--- config.mk ---
export PLATFORM = sky130hd
export DESIGN_NAME = bus_arbiter
export DESIGN_NICKNAME = d
export VERILOG_FILES = /design/src/rtl/bus_pkg.sv /design/src/rtl/bus_grant_policy.sv /design/src/rtl/bus_arbiter.sv
export SDC_FILE = /design/constraint.sdc
export NUM_CORES = 1
export LEC_CHECK = 0
export BUFFER_PORTS_ARGS = -buffer_cell sky130_fd_sc_hd__buf_2
export CORE_AREA = 2 2 112 114
export CTS_BUF_LIST = sky130_fd_sc_hd__clkbuf_8
export CTS_CLUSTER_SIZE = 10
export DETAILED_ROUTE_END_ITERATION = 10
export DIE_AREA = 0 0 114 116
export MAX_ROUTING_LAYER = met4
export PLACE_DENSITY = 0.75
export SYNTH_ARGS = -nofsm -noshare
export SYNTH_HDL_FRONTEND = slang
export SYNTH_HIERARCHICAL = 1
export SYNTH_SLANG_ARGS = --single-unit
--- constraint.sdc ---
create_clock -name clock -period 2 [get_ports clock]
set_clock_uncertainty 0.1 [all_clocks]
set_input_delay 0 -clock clock [delete_from_list [all_inputs] [get_ports clock]]
set_output_delay 0 -clock clock [all_outputs]
set_load 0.05 [all_outputs]
--- src/rtl/bus_pkg.sv ---
// bus_pkg
// Shared types and constants for the core memory bus arbiter.
//   bus_request_t : one memory request (address, direction, store data, byte enables)
//   arb_state_t   : arbiter transaction state
//   REQ_FETCH / REQ_EXEC : requester indices into the per-requester port vectors
`timescale 1ns/1ps

package bus_pkg;

  typedef struct packed {
    logic [31:0] addr;
    logic        write;
    logic [31:0] wdata;
    logic [3:0]  wmask;
  } bus_request_t;

  typedef enum logic [1:0] {
    IDLE,
    ISSUE,
    WAIT
  } arb_state_t;

  localparam logic REQ_FETCH = 1'b0;
  localparam logic REQ_EXEC  = 1'b1;

  // Bundle one requester's loose port fields into a request record.
  function automatic bus_request_t make_request(
    input logic [31:0] addr,
    input logic        write,
    input logic [31:0] wdata,
    input logic [3:0]  wmask
  );
    bus_request_t r;
    r.addr  = addr;
    r.write = write;
    r.wdata = wdata;
    r.wmask = wmask;
    return r;
  endfunction

endpackage

--- src/rtl/bus_grant_policy.sv ---
// bus_grant_policy
// Chooses which requester wins an arbitration and tracks fetch starvation.
// Execute has priority; after STARVE_LIMIT consecutive execute grants made
// while fetch was waiting, fetch wins the next contended arbitration.
// Ports:
//   clock, nreset : core clock, asynchronous active-low reset
//   req_valid     : per-requester request present
//   flush         : pipeline flush; fetch is not eligible while it is high
//   idle          : arbiter is in IDLE and may grant this cycle
//   grant         : a winner is granted this cycle
//   winner        : index of the granted requester (valid with grant)
`timescale 1ns/1ps

module bus_grant_policy
  import bus_pkg::*;
#(
  parameter int STARVE_LIMIT = 4
) (
  input  logic       clock,
  input  logic       nreset,
  input  logic [1:0] req_valid,
  input  logic       flush,
  input  logic       idle,
  output logic       grant,
  output logic       winner
);

  localparam logic [3:0] LIMIT = 4'(STARVE_LIMIT);

  logic [3:0] starve_cnt;
  logic       fetch_ok;
  logic       exec_ok;

  assign fetch_ok = req_valid[REQ_FETCH] & ~flush;
  assign exec_ok  = req_valid[REQ_EXEC];

  always_comb begin
    winner = REQ_FETCH;
    grant  = idle & (fetch_ok | exec_ok);
    if (fetch_ok && exec_ok) begin
      winner = (starve_cnt == LIMIT) ? REQ_FETCH : REQ_EXEC;
    end else if (exec_ok) begin
      winner = REQ_EXEC;
    end
  end

  // The counter only measures starvation while fetch is actually asking: any
  // idle cycle without a fetch request, or a fetch grant, resets it. An
  // execute grant counts even if fetch was masked by flush that cycle.
  always_ff @(posedge clock or negedge nreset) begin
    if (!nreset) begin
      starve_cnt <= 4'd0;
    end else if (grant && (winner == REQ_FETCH)) begin
      starve_cnt <= 4'd0;
    end else if (idle && !req_valid[REQ_FETCH]) begin
      starve_cnt <= 4'd0;
    end else if (grant && (winner == REQ_EXEC) && (starve_cnt != LIMIT)) begin
      starve_cnt <= starve_cnt + 4'd1;
    end
  end

endmodule

--- src/rtl/bus_arbiter.sv ---
// bus_arbiter
// Shares the core memory bus between fetch (requester 0) and execute
// (requester 1). One transaction at a time: accept in IDLE, offer it to the
// bus in ISSUE, wait for the bus response in WAIT and route it back.
// A flush discards an in-flight fetch response; execute is never dropped.
// Ports:
//   clock, nreset        : core clock, asynchronous active-low reset
//   flush                : pipeline flush
//   req_valid/addr/write/wdata/wmask : per-requester request fields
//   req_ready            : request accepted this cycle (one-hot or zero)
//   resp_valid           : per-requester response pulse
//   resp_rdata           : load data, meaningful only with resp_valid
//   bus_valid/addr/write/wdata/wmask : transaction offered to the bus
//   bus_ready            : bus accepts the offered transaction
//   bus_resp_valid       : bus completes the transaction
//   bus_rdata            : bus load data
//   busy                 : arbiter not IDLE
//   owner                : requester owning the current transaction
`timescale 1ns/1ps

module bus_arbiter
  import bus_pkg::*;
#(
  parameter int STARVE_LIMIT = 4
) (
  input  logic             clock,
  input  logic             nreset,
  input  logic             flush,
  input  logic [1:0]       req_valid,
  input  logic [1:0][31:0] req_addr,
  input  logic [1:0]       req_write,
  input  logic [1:0][31:0] req_wdata,
  input  logic [1:0][3:0]  req_wmask,
  output logic [1:0]       req_ready,
  output logic [1:0]       resp_valid,
  output logic [31:0]      resp_rdata,
  output logic             bus_valid,
  output logic [31:0]      bus_addr,
  output logic             bus_write,
  output logic [31:0]      bus_wdata,
  output logic [3:0]       bus_wmask,
  input  logic             bus_ready,
  input  logic             bus_resp_valid,
  input  logic [31:0]      bus_rdata,
  output logic             busy,
  output logic             owner
);

  arb_state_t   state;
  arb_state_t   next_state;
  bus_request_t bus_req;
  bus_request_t req_sel;
  logic         drop;
  logic         grant;
  logic         winner;
  logic         fetch_flushed;

  bus_grant_policy #(
    .STARVE_LIMIT(STARVE_LIMIT)
  ) u_policy (
    .clock    (clock),
    .nreset   (nreset),
    .req_valid(req_valid),
    .flush    (flush),
    .idle     (state == IDLE),
    .grant    (grant),
    .winner   (winner)
  );

  assign req_sel = make_request(req_addr[winner], req_write[winner],
                                req_wdata[winner], req_wmask[winner]);

  // A flush arriving in the same cycle as the response must already suppress
  // it, before drop has had a chance to register.
  assign fetch_flushed = drop | (flush & (owner == REQ_FETCH));

  always_ff @(posedge clock or negedge nreset) begin
    if (!nreset) begin
      state <= IDLE;
    end else begin
      state <= next_state;
    end
  end

  // The accepted request is captured once and held unchanged for the bus
  // until the next acceptance.
  always_ff @(posedge clock or negedge nreset) begin
    if (!nreset) begin
      bus_req <= '0;
      owner   <= REQ_FETCH;
    end else if (grant) begin
      bus_req <= req_sel;
      owner   <= winner;
    end
  end

  // Clearing on the way back to IDLE wins over setting, so a drop never
  // leaks into the next transaction.
  always_ff @(posedge clock or negedge nreset) begin
    if (!nreset) begin
      drop <= 1'b0;
    end else if ((state != IDLE) && (next_state == IDLE)) begin
      drop <= 1'b0;
    end else if ((state != IDLE) && flush && (owner == REQ_FETCH)) begin
      drop <= 1'b1;
    end
  end

  // Next-state and handshake outputs. A bus response outside WAIT is a
  // protocol error and simply falls through the IDLE/ISSUE branches.
  always_comb begin
    next_state = state;
    req_ready  = 2'b00;
    resp_valid = 2'b00;
    resp_rdata = 32'd0;
    case (state)
      IDLE: begin
        if (grant) begin
          req_ready[winner] = 1'b1;
          next_state        = ISSUE;
        end
      end
      ISSUE: begin
        if (bus_ready) begin
          next_state = WAIT;
        end
      end
      WAIT: begin
        if (bus_resp_valid) begin
          if (!fetch_flushed) begin
            resp_valid[owner] = 1'b1;
            resp_rdata        = bus_rdata;
          end
          next_state = IDLE;
        end
      end
      default: begin
        next_state = IDLE;
      end
    endcase
  end

  assign bus_valid = (state == ISSUE);
  assign busy      = (state != IDLE);
  assign bus_addr  = bus_req.addr;
  assign bus_write = bus_req.write;
  assign bus_wdata = bus_req.wdata;
  assign bus_wmask = bus_req.wmask;

endmodule

# Yosys cells after proc, flatten, opt, wreduce, memory -nomap -nowiden
# Cells that the tools add are included.
# op_classes
addsub,1
order_cmp,4
eq_ne,4
mux,32
bitwise,8
n_reduce_logical,16
# ops
operator,count
32-bit two-way mux,7
4-bit two-way mux,5
2-bit two-way mux,8
1-bit logical AND,10
1-bit two-way mux,9
2-bit case mux with 3 select lines,1
"4-bit by 1-bit adder with 4-bit output, second input constant",1
"4-bit by 3-bit == test with 1-bit output, second input constant",1
2-bit zero test,2
"1-bit by 2-bit less-than comparator with 1-bit output, second input constant",2
"4-bit by 3-bit inequality test with 1-bit output, second input constant",1
2-bit nonzero test,2
1-bit bitwise AND,3
1-bit inverter,3
3-bit nonzero test,1
1-bit demux with 1-bit select,2
"2-bit by 1-bit == test with 1-bit output, second input constant",1
"2-bit == test, second input constant",1
"1-bit greater-or-equal comparator, second input constant",2
1-bit OR,2
1-bit zero test,1
# totals
reg_bits,77
wordCells,73

# Logic depth before layout (Yosys ltp)
# Gate-level depths: netlist of the first run.
# depth
word_depth,10
ltp_mapped,9

# Hierarchy
# Netlist of the first run, hierarchy kept.
# by_module_without_submodules
module,n_inst,cells_per_inst,area_per_inst_um2,seq_area_each_um2
bus_arbiter,1,360,3608.5,1826.8
bus_grant_policy,1,38,355.3,100.1

# Worst setup path after synthesis of the first run
# No wires, ideal clock.
# synth_path
kind,register to output
from,reg state[1]
to,out req_ready[0]
t_arrival_ns,2.433
required_ns,1.900
path_slack_ns,-0.533
stages_incl_launch_ff,10
cell_sequence,dfrtp_1 or2_2 inv_1 buf_4 o21a_1 buf_2 buf_2 buf_2 nand2_1 nor2_1
# synth_via
elab_chain_cells,4
# synth_lines
element,line,rtl
from (decl),bus_arbiter.sv:49,arb_state_t state;
from (signal assigned),bus_arbiter.sv:81,state <= next_state;
2-bit zero test,bus_arbiter.sv:65,".idle (state == IDLE),"
1-bit bitwise AND,bus_grant_policy.sv:39,grant = idle & (fetch_ok | exec_ok);
named net grant,bus_arbiter.sv:54,logic grant;
2-bit two-way mux,bus_arbiter.sv:118,if (grant) begin
2-bit two-way mux,bus_arbiter.sv:116,case (state)
to (decl),bus_arbiter.sv:34,"output logic [1:0] req_ready,"
# The timed path passes the listed nets, and every way through them passes these cells.

# Worst setup path after layout of the first run
# layout_path
from,reg u_policy.starve_cnt[0]
to,out req_ready[1]
# layout_via
elab_chain_cells,9
elab_cells_between_ends,10
# layout_lines
element,line,rtl
from (decl),bus_grant_policy.sv:30,logic [3:0] starve_cnt;
from (signal assigned),bus_grant_policy.sv:58,starve_cnt <= starve_cnt + 4'd1;
4-bit by 3-bit == test with 1-bit output *,bus_grant_policy.sv:41,winner = (starve_cnt == LIMIT) ? REQ_FETCH : REQ_EXEC;
1-bit two-way mux *,bus_grant_policy.sv:41,
1-bit two-way mux *,bus_grant_policy.sv:40,if (fetch_ok && exec_ok) begin
named net winner,bus_arbiter.sv:55,logic winner;
1-bit by 2-bit less-than comparator with 1-bit output (implied by the code) or 1-bit greater-or-equal comparator (tied branches),bus_arbiter.sv:119,req_ready[winner] = 1'b1;
1-bit logical AND (implied by the code),bus_arbiter.sv:119,
1-bit two-way mux (implied by the code),bus_arbiter.sv:119,
1-bit demux with 1-bit select *,bus_arbiter.sv:119,
2-bit two-way mux *,bus_arbiter.sv:118,
2-bit two-way mux *,bus_arbiter.sv:116,
# The timed path passes the listed nets; every way through them passes the cells marked *.

==> results.cfg, run 1 <==
[run_status]
outcome = complete, but fails checks
violations = negative setup slack

[sta]
worstMarginPinSlew_ps = 485.9
max_freq_ghz = 0.4938
setup_viol_count_final = 3
fin_ws_ps = -25.25
post-route-min-period_ps = 2025
slew_violations = 0
hold_slack_ps = 53.87
hold_viol_final = 0
maxSlewHeadroom_pct = 67.61
rsz0062_at_grt = true
finalCritPeriodShare_pct = 101.3

[drt]
firstDrtPassIters = 4
first_iter_violations = 250
postRouteAntennaNets = 0
wl_per_cell_um = 17.62
routed_wl_um = 17430
vias_per_cell = 4.970
drc_errors = 0
vias = 4915

[global_route]
grt_overflow_total = 0
grt_start_max_net_pins = 64
grt_pass1_wl_um = 24720
globalRouteTotalUtil_pct = 25.38
grt_pass1_vias = 4895
grt_antenna_before_repair = 0

[setup_path]
end_kind = output port
cp_max_fo = 5
cp-startpoint = u_policy/starve_cnt[0]$_DFFE_PN0P_
r2r-start = u_policy/starve_cnt[0]$_DFFE_PN0P_
startpoint_type = register
worstSetupPathType = reg -> out
required_ps = 1900
cp.arrival_ps = 1930

[die]
row_count = 40
io_pins = 285
die_h_um = 116
die_area_um2 = 13220
fp.coreArea_um2 = 11910
chipWidth_um = 114
start_util_pct = 33.28

[synth]
synth-seq-area-share_pct = 48.61
avgSynthCellArea_um2 = 9.959
synth_seq_cells = 77
ys_warn_count = 6
synth_area_um2 = 3964
syn_inst = 398
syn_nets = 577
synth_cell_types = 33

[finish]
fin_area_um2 = 7569
area_delta_synth_final_pct = 90.94
mostFrequentLayoutCells = buf_2 (256), dlygate4sd3_1 (144), dfrtp_1 (77)
post-route-util_pct = 63.54
finalNetCount = 1013
drive_above_1_share_pct = 42.19
final_common_cell = buf_2

[power_and_ir_drop]
irDropWorstVdd_mv = 0.7614
power_density_nw_per_um2 = 1334
leakage_nw = 3.791

[clocking]
insertion_delay_ps = 360
cts_buffer_depth = 2
cts_tree = yes
numCtsBuffers = 9
root_buffer = clkbuf_8
path_clk_slew_ps = 90
htreeDepth = 3
cts.sinks = 77

[placed_design]
dpl_cell_area_um2 = 5590
dp_hpwl_um = 9581
io_buffers = 284
place_congestion = 0.7730

[worst_hold_path]
hp-class = in -> async

[run]
drv_cap = 0
-- worst max-delay path, cell delays in order (launching register included) --
cell and delay (ps):
dfrtp_1 400, inv_2 80, ha_4 150, nand3b_4 110, nor3b_4 290, nor2b_4 90
buf_12 140, and3_4 150, buf_8 140
-- repair_timing --
action,CTS,global route
hold endpoints to repair,153,0
buffers inserted,1,7
gates cloned,1,4
hold buffers,144,0
pin swaps,2,5
endpoints found under the setup margin,33,56
gates resized for setup,16,42
-- Yosys cell counts --
cell type  number  area [um^2]
a21oi_1        72        360.4
a221oi_2        1        15.01
a2bb2oi_1       1        8.760
and2_1         33        206.5
and2_4          1        8.760
and2b_4         1        10.01
and3_1          1        6.260
and3_2          1        7.510
and4bb_1        1        12.51
buf_2          11        55.05
buf_4           8        60.06
buf_6           3        33.78
clkbuf_1        6        22.52
dfrtp_1        77         1927
ha_1            2        25.02
inv_1           5        18.77
mux2_2          1        11.26
mux2i_1        70        700.7
nand2_1         8        30.03
nand2b_1        1        6.260
nand3_1         3        15.01
nand3b_4        1        20.02
nand4_1         1        6.260
nor2_1         73        274.0
nor2b_1         6        37.54
nor3b_2         2        25.02
o21a_1          1        7.510
o21ai_0         2        10.01
o221a_2         1        11.26
o221ai_1        1        8.760
o32ai_1         1        8.760
or2_2           1        6.260
or2b_1          1        7.510
-- registers in the layout (all words and copies together), names as in the netlist --
signal               flops
bus_wmask                4
bus_write                1
bus_addr                32
owner                    1
u_policy/starve_cnt      4
drop                     1
bus_wdata               32
state                    2
-- cells by family after synthesis --
group	share of synthesized area (%)
simple gates	17.14
compound gates	10.86
flops	48.61
mux	17.96
buf+inv	4.798
fa+ha+maj	0.6312
-- stage by stage --
step	power, W	cells	setup WS [ps]	setup TNS [ps]
floorplan	0.006909	398	23.84	0
global placement	0.008267	813	115.1	0
detailed placement	0.008362	813	58.25	0
CTS	0.009850	975	0.3557	0
global route	0.01060	986	-77.58	-1269
finish	0.01010	989	-25.25	-36.10
-- path summary, 6_finish.rpt --
path / to / slack [ps] / cells after the start
setup / recovery: req_ready[1] / -30 / 8
setup reg to reg: bus_wdata[7]$_DFFE_PN0P_ / -10 / 9
hold / removal: bus_wdata[10]$_DFFE_PN0P_ / 50 / 2
hold reg to reg: drop$_DFFE_PN0P_ / 410 / 2
max in group asynchronous: bus_addr[9]$_DFFE_PN0P_ / 1130 / 3
min in group clock: resp_rdata[17] / 290 / 3
-- where the power goes --
| group | total [W] | switching (W) | internal [W] |
|---|---|---|---|
| clock | 0.00119 | 0.000624 | 0.000570 |
| combinational | 0.00614 | 0.00442 | 0.00172 |
| sequential | 0.00277 | 0.000459 | 0.00231 |
-- final cells by class --
type / instances / area [um^2]
sequential: 77 / 1927
clock buffer: 9 / 123.9
clock inverter: 7 / 67.56
timing repair buffer: 451 / 3267
tap: 147 / 183.9
inverter: 5 / 18.77
multi-input combinational: 290 / 1973
antenna: 3 / 7.507
fill: 875 / 4343
-- metal layers --
metal	global-route usage [%]	part of all wire, %	vias to the layer above
met1	25.54	36	2310
met2	43.06	50	297
met3	9.728	9.7	70
met4	13.09	4.4	0
met5	-	0	-
li1	-	-	2238
No activity file was read; power rests on OpenSTA's default activity.
==> run 2: changes to the inputs <==
--- a/config.mk
+++ b/config.mk
@@ -13,6 +13,7 @@
 export DIE_AREA = 0 0 114 116
 export MAX_ROUTING_LAYER = met4
 export PLACE_DENSITY = 0.75
+export SETUP_SLACK_MARGIN = 0.15
 export SYNTH_ARGS = -nofsm -noshare
 export SYNTH_HDL_FRONTEND = slang
 export SYNTH_HIERARCHICAL = 1
==> results.cfg, run 2 (synthesis results as in run 1) <==
[global_route]
grt_start_max_net_pins = 75
grt_pass1_wl_um = 25070
grt_antenna_before_repair = 1
grt_overflow_total = 0
grt_pass1_vias = 5045
globalRouteTotalUtil_pct = 25.52

[clocking]
htreeDepth = 3
path_clk_slew_ps = 80
cts_buffer_depth = 2
cts.sinks = 77
numCtsBuffers = 9
insertion_delay_ps = 350
root_buffer = clkbuf_8
cts_tree = yes

[die]
row_count = 40
chipWidth_um = 114
die_h_um = 116
fp.coreArea_um2 = 11910
die_area_um2 = 13220
io_pins = 285
start_util_pct = 33.28

[finish]
fin_cells = 1004
finalNetCount = 1027
mostFrequentLayoutCells = buf_2 (248), dlygate4sd3_1 (145), dfrtp_1 (76)
final_common_cell = buf_2
drive_above_1_share_pct = 48.18
post-route-util_pct = 68.71
area_delta_synth_final_pct = 106.5

[setup_path]
cp_cell_sequence = inv_2, ha_4, nand3b_4, nor3b_4, nor2b_4, buf_12, and3_4, buf_8
r2r-start = u_policy/starve_cnt[0]$_DFFE_PN0P_
cp.arrival_ps = 1830
path_buf_inv = 3
reg2reg_to = bus_wmask[1]$_DFFE_PN0P_
slowest_stage = dfrtp_1
required_ps = 1900
cp_max_fo = 4
startpoint_type = register
worst-r2r-setup-slack_ps = 90
cpLargestDelayFamily = simple AND/OR/NAND/NOR gates
critPathMaxStageDelay_ps = 400
worstSetupPathType = reg -> out
end_kind = output port
rr_worst_depth = 9

[drt]
routed_wl_um = 18660
vias = 5053
postRouteAntennaNets = 0
vias_per_cell = 5.033
wl_per_cell_um = 18.59
drc_errors = 0
firstDrtPassIters = 5
first_iter_violations = 243

[sta]
hold_slack_ps = 41.18
post-route-min-period_ps = 1934
maxSlewHeadroom_pct = 65.80
rsz0062_at_grt = true
worstMarginPinSlew_ps = 513.0
hold_viol_final = 0
slew_violations = 0
final.setup.tns_ps = 0
finalCritPeriodShare_pct = 96.71
setup_viol_count_final = 0
max_freq_ghz = 0.5170

[run]
drv_cap = 0

[run_status]
outcome = finished, final reports clean

[power_and_ir_drop]
p_seq_share_pct = 26.0
p_sw_share_pct = 53.23
power_density_nw_per_um2 = 1305
internal-power_w = 0.004995
clkPwrFrac_pct = 11.8
irDropWorstVdd_mv = 0.9508
leakage_nw = 4.029
power_switching_w = 0.005684
combPwrFrac_pct = 62.3

[worst_hold_path]
hp-class = in -> reg
hold_end = u_policy/starve_cnt[2]$_DFFE_PN0P_
holdPathStages = 4
worstHoldStart = flush

[placed_design]
dp_hpwl_um = 9072
io_buffers = 284
place_congestion = 0.8331
dp_cells = 811
[run 2: layout make-up]
cell class	instances	area (um^2)
Antenna cell	4	10.01
Clock buffer	10	137.6
Clock inverter	6	70.07
Fill cell	821	3727
Inverter	5	21.27
Multi-Input combinational cell	289	2081
Sequential cell	77	1928
Tap cell	147	183.9
Timing Repair Buffer	466	3752
[run 2: how the worst max path moves through the flow]
| stage | from | end | slack [ps] | cells past startpoint |
|---|---|---|---|---|
| 4_1_cts | u_policy/starve_cnt[1]$_DFFE_PN0P_ | req_ready[1] | 40 | 8 |
| 5_1_grt | u_policy/starve_cnt[0]$_DFFE_PN0P_ | req_ready[1] | -30 | 8 |
| 3_5_place_dp | u_policy/starve_cnt[0]$_DFFE_PN0P_ | bus_wmask[0]$_DFFE_PN0P_ | 120 | 8 |
| 2_1_floorplan | state[0]$_DFF_PN0_ | req_ready[0] | 130 | 9 |
| 6_report | u_policy/starve_cnt[0]$_DFFE_PN0P_ | req_ready[1] | 70 | 8 |
| 3_3_place_gp | u_policy/starve_cnt[0]$_DFFE_PN0P_ | req_ready[1] | 170 | 8 |
[run 2: timing repair]
item	CTS	global route
endpoints found under the hold margin	153	0
gates cloned	4	3
resized for setup	60	130
buffers inserted	16	6
setup endpoints to repair	60	106
hold buffers	145	0
pin swaps	5	61
[run 2: power groups by stage]
| stage | clock network, W | registers [W] | logic, W |
|---|---|---|---|
| global route | 0.00135 | 0.00285 | 0.00699 |
| detailed placement | 0 | 0.00275 | 0.00559 |
| floorplan | 0 | 0.00516 | 0.00181 |
| global placement | 0 | 0.00275 | 0.00551 |
| finish | 0.00126 | 0.00277 | 0.00665 |
| CTS | 0.00129 | 0.00273 | 0.00603 |
[run 2: worst min-delay path, cell delays in order]
cell	delay (ps)
buf_2	140
nand3_1	80
o221a_2	190
a221oi_2	40
[run 2: metrics by stage]
step	worst slack (ps)	power [W]	cell area (um^2)
floorplan	131.1	0.006962	4015
global placement	169.4	0.008251	5590
detailed placement	116.2	0.008337	5590
CTS	42.19	0.01005	7619
global route	-27.10	0.01119	8177
finish	65.81	0.01068	8184
[run 2: metal layers]
| metal | GRT usage (%) | vias to the layer above | routed length [um] |
|---|---|---|---|
| li1 | - | 2257 | - |
| met1 | 25.90 | 2376 | 6537 |
| met2 | 44.37 | 325 | 9563 |
| met3 | 5.492 | 95 | 1379 |
| met4 | 17.07 | 0 | 1181 |
| met5 | - | - | 0 |
==> run 3: changes to the inputs <==
--- a/config.mk
+++ b/config.mk
@@ -6,13 +6,13 @@
 export NUM_CORES = 1
 export LEC_CHECK = 0
 export BUFFER_PORTS_ARGS = -buffer_cell sky130_fd_sc_hd__buf_2
-export CORE_AREA = 2 2 112 114
+export CORE_AREA = 2 2 110 112
 export CTS_BUF_LIST = sky130_fd_sc_hd__clkbuf_8
 export CTS_CLUSTER_SIZE = 10
 export DETAILED_ROUTE_END_ITERATION = 10
-export DIE_AREA = 0 0 114 116
+export DIE_AREA = 0 0 112 114
 export MAX_ROUTING_LAYER = met4
-export PLACE_DENSITY = 0.75
+export PLACE_DENSITY = 0.74
 export SETUP_SLACK_MARGIN = 0.15
 export SYNTH_ARGS = -nofsm -noshare
 export SYNTH_HDL_FRONTEND = slang
==> constraint.sdc (replaced) <==
create_clock -name clock -period 2.1 [get_ports clock]
set_clock_uncertainty 0.1 [all_clocks]
set_input_delay 0 -clock clock [delete_from_list [all_inputs] [get_ports clock]]
set_output_delay 0 -clock clock [all_outputs]
set_load 0.05 [all_outputs]
==> results.cfg, run 3 (synthesis results as in run 1) <==
[run_status]
outcome = finished, final reports clean

[finish]
post-route-util_pct = 65.50
drive_above_1_share_pct = 42.23
finalNetCount = 1018
antenna_cells = 0
area_delta_synth_final_pct = 93.53
fin_cells = 990
fillers = 888
fin_area_um2 = 7671
final_common_cell = buf_2
mostFrequentLayoutCells = buf_2 (248), dlygate4sd3_1 (144), dfrtp_1 (77)

[clocking]
cts_buffer_depth = 2
htreeDepth = 3
numCtsBuffers = 9
cts_tree = yes
insertion_delay_ps = 350
root_buffer = clkbuf_8
cts.sinks = 77
path_clk_slew_ps = 80

[setup_path]
required_ps = 2250
worst-r2r-setup-slack_ps = 140
worstSetupPathType = reg -> reg
critPathMaxStageDelay_ps = 400
slowest_stage = dfrtp_1
cp-startpoint = u_policy/starve_cnt[0]$_DFFE_PN0P_
cp_cell_sequence = inv_2, ha_4, nand3b_4, nor3b_4, nor2b_4, buf_12, buf_4, mux2i_1, a21oi_1
cpLargestDelayFamily = simple AND/OR/NAND/NOR gates
r2r-start = u_policy/starve_cnt[0]$_DFFE_PN0P_
path_buf_inv = 3
cp.arrival_ps = 2110
cp_max_fo = 8
startpoint_type = register
end_kind = register

[drt]
postRouteAntennaNets = 0
vias = 4880
drc_errors = 0
wl_per_cell_um = 17.55
firstDrtPassIters = 5
routed_wl_um = 17380
first_iter_violations = 215
vias_per_cell = 4.929

[die]
io_pins = 285
fp.coreArea_um2 = 11710
start_util_pct = 33.85
row_count = 40
die_area_um2 = 12770
chipWidth_um = 112
die_h_um = 114

[global_route]
grt_overflow_total = 0
grt_pass1_vias = 5015
grt_pass1_wl_um = 25010
globalRouteTotalUtil_pct = 25.95
grt_antenna_before_repair = 0
grt_start_max_net_pins = 52

[placed_design]
dpl_cell_area_um2 = 5575
io_buffers = 284
dp_hpwl_um = 8975
dp_cells = 811
place_congestion = 0.7890

[sta]
slew_violations = 0
hold_slack_ps = 37.40
rsz0062_at_grt = true
final.setup.tns_ps = 0
post-route-min-period_ps = 1957
max_freq_ghz = 0.5109
maxSlewHeadroom_pct = 67.66
hold_viol_final = 0
finalCritPeriodShare_pct = 93.21
worstMarginPinSlew_ps = 485.1
setup_viol_count_final = 0

[power_and_ir_drop]
irDropWorstVdd_mv = 0.9142
leakage_nw = 3.852
power_density_nw_per_um2 = 1285

[run]
drv_cap = 0

[worst_hold_path]
hp-class = in -> async
-- run 3: cell count changes in the layout (fill, tap and decap cells not counted), sizes merged, moves of 2 or more --
cell,delta
buf,-33
clkbuf,+22
diode,-4
inv,-3
and2b,+2
bufinv,+2
clkinv,+2
-- run 3: path summary, 6_finish.rpt --
check	to	cells after the start
min in group clock	resp_rdata[9]	3
worst max-delay path	bus_wmask[1]$_DFFE_PN0P_	9
worst max register to register	bus_wmask[1]$_DFFE_PN0P_	9
max in group asynchronous	bus_wdata[3]$_DFFE_PN0P_	3
worst min register to register	drop$_DFFE_PN0P_	2
worst min-delay path	bus_wdata[18]$_DFFE_PN0P_	2
-- run 3: layout make-up --
cell class / count / area, um^2 / area share, %
Clock buffer: 9 / 123.9 / 1.615
Sequential cell: 77 / 1927 / 25.12
Timing Repair Buffer: 455 / 3346 / 43.61
Multi-Input combinational cell: 291 / 1968 / 25.66
Clock inverter: 6 / 103.9 / 1.354
Tap cell: 147 / 183.9 / 2.398
Inverter: 5 / 18.77 / 0.2447
-- run 3: what timing repair did --
item | 4_1_cts | 5_1_grt
pin swaps | 2 | 10
gates cloned | 4 | 4
setup buffers | 6 | 6
hold buffers | 144 | 0
endpoints found under the setup margin | 44 | 73
endpoints found under the hold margin | 153 | 0
resized for setup | 20 | 47
-- run 3: power by group --
part | total (W) | internal [W] | switching (W)
clock | 0.00132 | 0.000775 | 0.000547
sequential | 0.00263 | 0.00220 | 0.000430
combinational | 0.00591 | 0.00171 | 0.00420
total | 0.00986 | 0.00469 | 0.00517
-- run 3: per-layer routing --
layer / vias to the layer above / global-route usage (%) / wire length [um]
li1: 2243 / - / -
met1: 2272 / 24.37 / 6031
met2: 285 / 48.40 / 9314
met3: 80 / 6.429 / 1116
met4: 0 / 14.47 / 915
met5: - / - / 0
-- run 3: per-stage QoR --
| step | power, W | worst slack, ps |
|---|---|---|
| 6_report | 0.009860 | 142.6 |
| 5_1_grt | 0.01037 | 81.43 |
| 4_1_cts | 0.009645 | 126.5 |
| 3_5_place_dp | 0.007968 | 132.8 |
| 3_3_place_gp | 0.007898 | 172.3 |
| 2_1_floorplan | 0.006598 | 173.3 |
